$ cat src/rtl/md_iter_core.sv
// md_iter_core
// Iterative multiply/divide core with a valid/ready request port and a
// valid/ready result port.
//   - Multiply: full 64-bit product, signed or unsigned. The result appears
//     MUL_LAT cycles after the request is accepted.
//   - Divide: 32-step restoring division on operand magnitudes, followed by
//     one sign/special-case fix-up cycle (33 cycles total).
//
// Handshake: a transfer happens on a rising edge where valid and ready are
// both 1.
//   - Request side: ready is in_ready (IDLE only). A request is taken only if
//     in_op is 1 or 2; in_op 0 and 3 are ignored.
//   - Result side: valid is out_valid (DONE only). The results are held until
//     out_ready is seen, for any number of cycles.
//
// Ports
//   clk, reset           clock; asynchronous active-high reset
//   in_src0 / in_src1    multiplicand/dividend, multiplier/divisor
//   in_op, in_sign       1 = mul, 2 = div; in_sign = 1 selects signed operands
//   in_valid / in_ready  request handshake
//   out_res0 / out_res1  LO (product low or quotient), HI (product high or remainder)
//   out_valid / out_ready result handshake
//   o_dbg_state          current FSM state encoding
module md_iter_core #(
    parameter int MUL_LAT = 5
) (
    input  logic        clk,
    input  logic        reset,
    input  logic [31:0] in_src0,
    input  logic [31:0] in_src1,
    input  logic [1:0]  in_op,
    input  logic        in_sign,
    input  logic        in_valid,
    output logic        in_ready,
    output logic [31:0] out_res0,
    output logic [31:0] out_res1,
    output logic        out_valid,
    input  logic        out_ready,
    output logic [2:0]  o_dbg_state
);

    typedef enum logic [2:0] {
        IDLE = 3'd0,
        MUL  = 3'd1,
        DIV  = 3'd2,
        FIX  = 3'd3,
        DONE = 3'd4
    } state_t;

    localparam logic [4:0] MUL_LOAD = 5'(MUL_LAT - 1);

    state_t      r_state;
    state_t      w_next;
    logic [4:0]  r_cnt;
    logic [31:0] r_a;
    logic [31:0] r_b;
    logic        r_sign;
    logic [31:0] r_quo;
    logic [31:0] r_rem;
    logic [31:0] r_res0;
    logic [31:0] r_res1;

    logic        w_accept;
    logic        w_is_mul;
    logic        w_is_div;
    logic [31:0] w_in_a_mag;
    logic [31:0] w_b_mag;
    logic [63:0] w_ext_a;
    logic [63:0] w_ext_b;
    logic [63:0] w_prod;
    logic [32:0] w_rem_sh;
    logic [32:0] w_diff;
    logic        w_ge;
    logic [31:0] w_fix_q;
    logic [31:0] w_fix_r;

    assign w_is_mul = (in_op == 2'd1);
    assign w_is_div = (in_op == 2'd2);
    assign w_accept = (r_state == IDLE) && in_valid && (w_is_mul || w_is_div);

    assign in_ready    = (r_state == IDLE);
    assign out_valid   = (r_state == DONE);
    assign out_res0    = r_res0;
    assign out_res1    = r_res1;
    assign o_dbg_state = r_state;

    // Dividend magnitude is taken straight from the request so the
    // quotient shift register can be loaded on the accept edge.
    assign w_in_a_mag = (in_sign && in_src0[31]) ? (32'd0 - in_src0) : in_src0;
    assign w_b_mag    = (r_sign && r_b[31]) ? (32'd0 - r_b) : r_b;

    // Extending both operands to 64 bits (sign or zero) lets one 64-bit
    // multiplier produce either the signed or the unsigned product.
    assign w_ext_a = r_sign ? {{32{r_a[31]}}, r_a} : {32'd0, r_a};
    assign w_ext_b = r_sign ? {{32{r_b[31]}}, r_b} : {32'd0, r_b};
    assign w_prod  = w_ext_a * w_ext_b;

    // One restoring step: shift the next dividend bit into the partial
    // remainder and subtract if the divisor fits. The partial remainder is
    // always below 2*divisor, so bit 32 of the difference is its sign.
    assign w_rem_sh = {r_rem, r_quo[31]};
    assign w_diff   = w_rem_sh - {1'b0, w_b_mag};
    assign w_ge     = ~w_diff[32];

    always_comb begin
        w_fix_q = r_quo;
        w_fix_r = r_rem;
        if (r_b == 32'd0) begin
            w_fix_q = 32'hFFFF_FFFF;
            w_fix_r = r_a;
        end else if (r_sign && (r_a == 32'h8000_0000) && (r_b == 32'hFFFF_FFFF)) begin
            w_fix_q = 32'h8000_0000;
            w_fix_r = 32'd0;
        end else begin
            if (r_sign && (r_a[31] ^ r_b[31])) w_fix_q = 32'd0 - r_quo;
            // Remainder follows the dividend sign; negating zero keeps it zero.
            if (r_sign && r_a[31])             w_fix_r = 32'd0 - r_rem;
        end
    end

    always_ff @(posedge clk or posedge reset) begin
        if (reset) r_state <= IDLE;
        else       r_state <= w_next;
    end

    always_comb begin
        w_next = r_state;
        case (r_state)
            IDLE: if (w_accept) w_next = w_is_mul ? MUL : DIV;
            MUL:  if (r_cnt == 5'd0) w_next = DONE;
            DIV:  if (r_cnt == 5'd0) w_next = FIX;
            FIX:  w_next = DONE;
            DONE: if (out_ready) w_next = IDLE;
            default: w_next = IDLE;
        endcase
    end

    always_ff @(posedge clk or posedge reset) begin
        if (reset) begin
            r_cnt  <= 5'd0;
            r_a    <= 32'd0;
            r_b    <= 32'd0;
            r_sign <= 1'b0;
            r_quo  <= 32'd0;
            r_rem  <= 32'd0;
            r_res0 <= 32'd0;
            r_res1 <= 32'd0;
        end else begin
            case (r_state)
                IDLE: begin
                    if (w_accept) begin
                        r_a    <= in_src0;
                        r_b    <= in_src1;
                        r_sign <= in_sign;
                        r_quo  <= w_in_a_mag;
                        r_rem  <= 32'd0;
                        r_cnt  <= w_is_mul ? MUL_LOAD : 5'd31;
                    end
                end
                MUL: begin
                    if (r_cnt == 5'd0) begin
                        r_res0 <= w_prod[31:0];
                        r_res1 <= w_prod[63:32];
                    end else begin
                        r_cnt <= r_cnt - 5'd1;
                    end
                end
                DIV: begin
                    r_quo <= {r_quo[30:0], w_ge};
                    r_rem <= w_ge ? w_diff[31:0] : w_rem_sh[31:0];
                    if (r_cnt != 5'd0) r_cnt <= r_cnt - 5'd1;
                end
                FIX: begin
                    r_res0 <= w_fix_q;
                    r_res1 <= w_fix_r;
                end
                default: ;
            endcase
        end
    end

endmodule

$ cat config.mk
export PLATFORM = sky130hd
export DESIGN_NAME = md_iter_core
export DESIGN_NICKNAME = d
export VERILOG_FILES = /design/src/rtl/md_iter_core.sv
export SDC_FILE = /design/constraint.sdc
export NUM_CORES = 2
export LEC_CHECK = 0
export ABC_CLOCK_PERIOD_IN_PS = 10900
export CAP_MARGIN = 20
export CORE_MARGIN = 1
export CORE_UTILIZATION = 66
export DETAILED_ROUTE_END_ITERATION = 10
export PLACE_DENSITY = 0.84
export REMOVE_ABC_BUFFERS = 1
export SLEW_MARGIN = 25
export SYNTH_ARGS = -nofsm -noshare
export SYNTH_HDL_FRONTEND = slang
export SYNTH_SLANG_ARGS = --single-unit
$ cat constraint.sdc
create_clock -name clk -period 10.9 [get_ports clk]
set_input_delay 2.18 -clock clk [delete_from_list [all_inputs] [get_ports clk]]
set_output_delay 2.18 -clock clk [all_outputs]
set_load 0.03 [all_outputs]
==> impl_metrics.env <==
export IMPL_synth_fa_ha_area_share_pct=54.0
export IMPL_nets=8439
export IMPL_synth_compound_area_share_pct=7.07
export IMPL_maxCapViolCount=0
export IMPL_routedWlPerCell_um=26.2
export IMPL_drc=0
export IMPL_via_count=48300
export IMPL_coreArea_um2=90600
export IMPL_first_global_vias=51700
export IMPL_fin_crit_sh_pct=95.1
export IMPL_drt_iter0_drc=5034
export IMPL_worst_slew_pin_slew_ns=1.24
export IMPL_synth_cells=6676
export IMPL_grt_pass1_wl_um=312000
export IMPL_cts_max_path_buffers=3
export IMPL_area_delta_synth_final_pct=5.76
export IMPL_synth_simple_area_share_pct=14.6
export IMPL_synth_top_family_by_area="adder cells"
export IMPL_status="completed"
export IMPL_grt_use_total_pct=45.4
export IMPL_ys_warn_count=0
export IMPL_cp_slowest_stage_delay_ns=1.17
export IMPL_holdBufCountCts=0
export IMPL_skew_ns=0.0200
export IMPL_cts_setup_buffers=0
export IMPL_boundaryPins=140
export IMPL_hpwl_um=163000
export IMPL_cts_buffers=24
export IMPL_grt_max_degree=81
export IMPL_grt_ovfl_total=0
export IMPL_synth_distinct_cells=75
export IMPL_vias_per_cell=6.20
export IMPL_synth_edf_count=0
export IMPL_crit_top_cell="fa_1"
export IMPL_async_flop_share_pct=100
export IMPL_period_minus_slack_ns=10.37
export IMPL_die_area_um2=93300
export IMPL_worstPathMaxFanout=20
export IMPL_cts_tree="built"
export IMPL_clk_latency_ns=0.58
export IMPL_worst_setup_path_type="flip-flop to flip-flop"
export IMPL_cp_data_required_time_ns=11.37
export IMPL_die_x_um=305
export IMPL_setup_viol=0
export IMPL_min_path_type="flip-flop to flip-flop"
export IMPL_fmax_mhz=96.5
export IMPL_die_y_um=305
export IMPL_rsz0062_at_grt="false"
export IMPL_synth_yosys_seq_area_share_pct=8.27
export IMPL_routed_wl_um=205000
export IMPL_critPathTopFamily="adder cells"
export IMPL_start_util_pct=67.1
export IMPL_cts_root_buffer="clkbuf_16"
export IMPL_drive_gt1_share_pct=3.54
export IMPL_yosys_mux_area_fraction_pct=0.231
export IMPL_cts_resized=0
export IMPL_relSlewSlack_pct=17.2
export IMPL_cp_num_buf_inv=6
export IMPL_hold_viol_final=0
export IMPL_drv_slew=0
export IMPL_synth_flop_cell="dfrtp_1"
export IMPL_antenna_found_initial=11
export IMPL_synth_area_per_cell_um2=9.11
export IMPL_cp_arrival_ns=10.83
export IMPL_portBuffers=139
export IMPL_worstSetupStartpointType="flip-flop"
export IMPL_finalHoldWorstSlack_ns=0.489
export IMPL_ys_seq_elements=201
export IMPL_drtPass1Iterations=7
export IMPL_rows=110
export IMPL_antenna_left=0
export IMPL_tns_ns=0
export IMPL_crit_slowest_cell="dfrtp_1"
export IMPL_place_congestion=1.05
export IMPL_synth_area_um2=60800
export IMPL_synth_xor_area_share_pct=3.87
export IMPL_htreeDepth=1
export IMPL_end_kind="flip-flop"
export IMPL_path_clk_slew_ns=0.07
export IMPL_cts_sinks=201
==> kinds of logic (layout without fill, tap and decap cells) <==
kind of cell    after synthesis  in the layout
compound gates              699            699
xor+xnor                    268            268
fa+ha+maj                  1773           1773
buf+inv                    1916           1857
flops                       201            201
mux                          14             14
other cells                   0              4
simple gates               1805           1805
==> placed cells by master (no fill, tap or decap), types with 123 or more instances in the layout <==
cell	netlist	layout
a21oi_1	204	204
and2_1	599	595
buf_4	5	123
clkdlybuf4s50_1	0	139
dfrtp_1	201	184
fa_1	1420	1420
ha_1	349	349
inv_1	1545	1544
nand2_1	840	835
o21ai_0	183	183
xnor2_1	163	163
==> Yosys cell counts, types with 18 or more instances <==
library cell | count | area, um^2
nand3_1 | 48 | 240
a22oi_1 | 35 | 263
and2_1 | 599 | 3750
nor4_1 | 22 | 138
a31oi_1 | 26 | 163
nor2_1 | 117 | 439
dfrtp_1 | 201 | 5030
nand2b_1 | 18 | 113
o21bai_1 | 23 | 173
o21ai_0 | 183 | 916
xnor2_1 | 163 | 1430
and3_1 | 22 | 138
buf_1 | 27 | 101
ha_1 | 349 | 4370
a211oi_1 | 21 | 158
nand2_1 | 840 | 3150
nor3_1 | 47 | 235
a21oi_1 | 204 | 1020
inv_1 | 1545 | 5800
xor2_1 | 104 | 911
clkbuf_1 | 323 | 1210
fa_1 | 1420 | 28400
o22ai_1 | 34 | 213
o21a_1 | 24 | 180
a21o_1 | 45 | 338
o31ai_1 | 22 | 165
==> layer usage <==
layer	vias to the layer above	global-route usage [%]	wire, um
met5	-	2.33	392
li1	19700	-	-
met1	24400	58.4	72200
met2	3402	66.0	87100
met3	862	16.9	29800
met4	22	26.2	15200
==> final timing paths <==
path	from	end	slack, ns	depth (start not counted)
min in group asynchronous	reset	r_quo[7]	2.06	2
max in group asynchronous	reset	r_b[31]	7.34	3
max reg2reg	r_a[7]	out_res1[25]	0.53	29
min	out_res0[26]	out_res0[26]	0.49	1
max	r_a[7]	out_res1[25]	0.53	29
min reg2reg	out_res0[26]	out_res0[26]	0.49	1
==> registers in the layout (all words and copies together), names as in the netlist <==
signal,count
o_dbg_state,3
r_sign,1
r_rem,32
r_a,32
out_res1,32
r_cnt,5
out_res0,32
r_quo,32
r_b,32
==> final cells by class <==
class | count | area, um^2
diodes | 4 | 10.0
clock buffers | 32 | 702
clock inverters | 12 | 221
fillers | 6812 | 26300
inverters | 1545 | 5810
multi-input cells | 4559 | 48600
flip-flops and latches | 201 | 5050
well taps | 1176 | 1470
repair buffers | 268 | 2440
==> metrics by stage <==
stage          instance area, um^2  cells  utilization [%]  setup WS (ns)
2_1_floorplan                59300   6305                -           1.15
3_3_place_gp                 63300   7748             69.9          0.914
3_5_place_dp                 63300   7748             69.9          0.959
4_1_cts                      64200   7792             70.9          0.887
5_1_grt                      64300   7794             71.0          0.376
6_report                     64300   7797             71.0          0.534
==> worst register-to-register path: cells and delay by family (launching register included) <==
family	cells	cell delay [ns]
compound gates	8	2.50
buf+inv	6	0.90
fa+ha+maj	11	4.91
flops	1	1.17
simple gates	3	0.64
xor+xnor	1	0.16
Power is not shown: default switching activity piles up to over one toggle a cycle in this logic, so the estimate is an artifact.
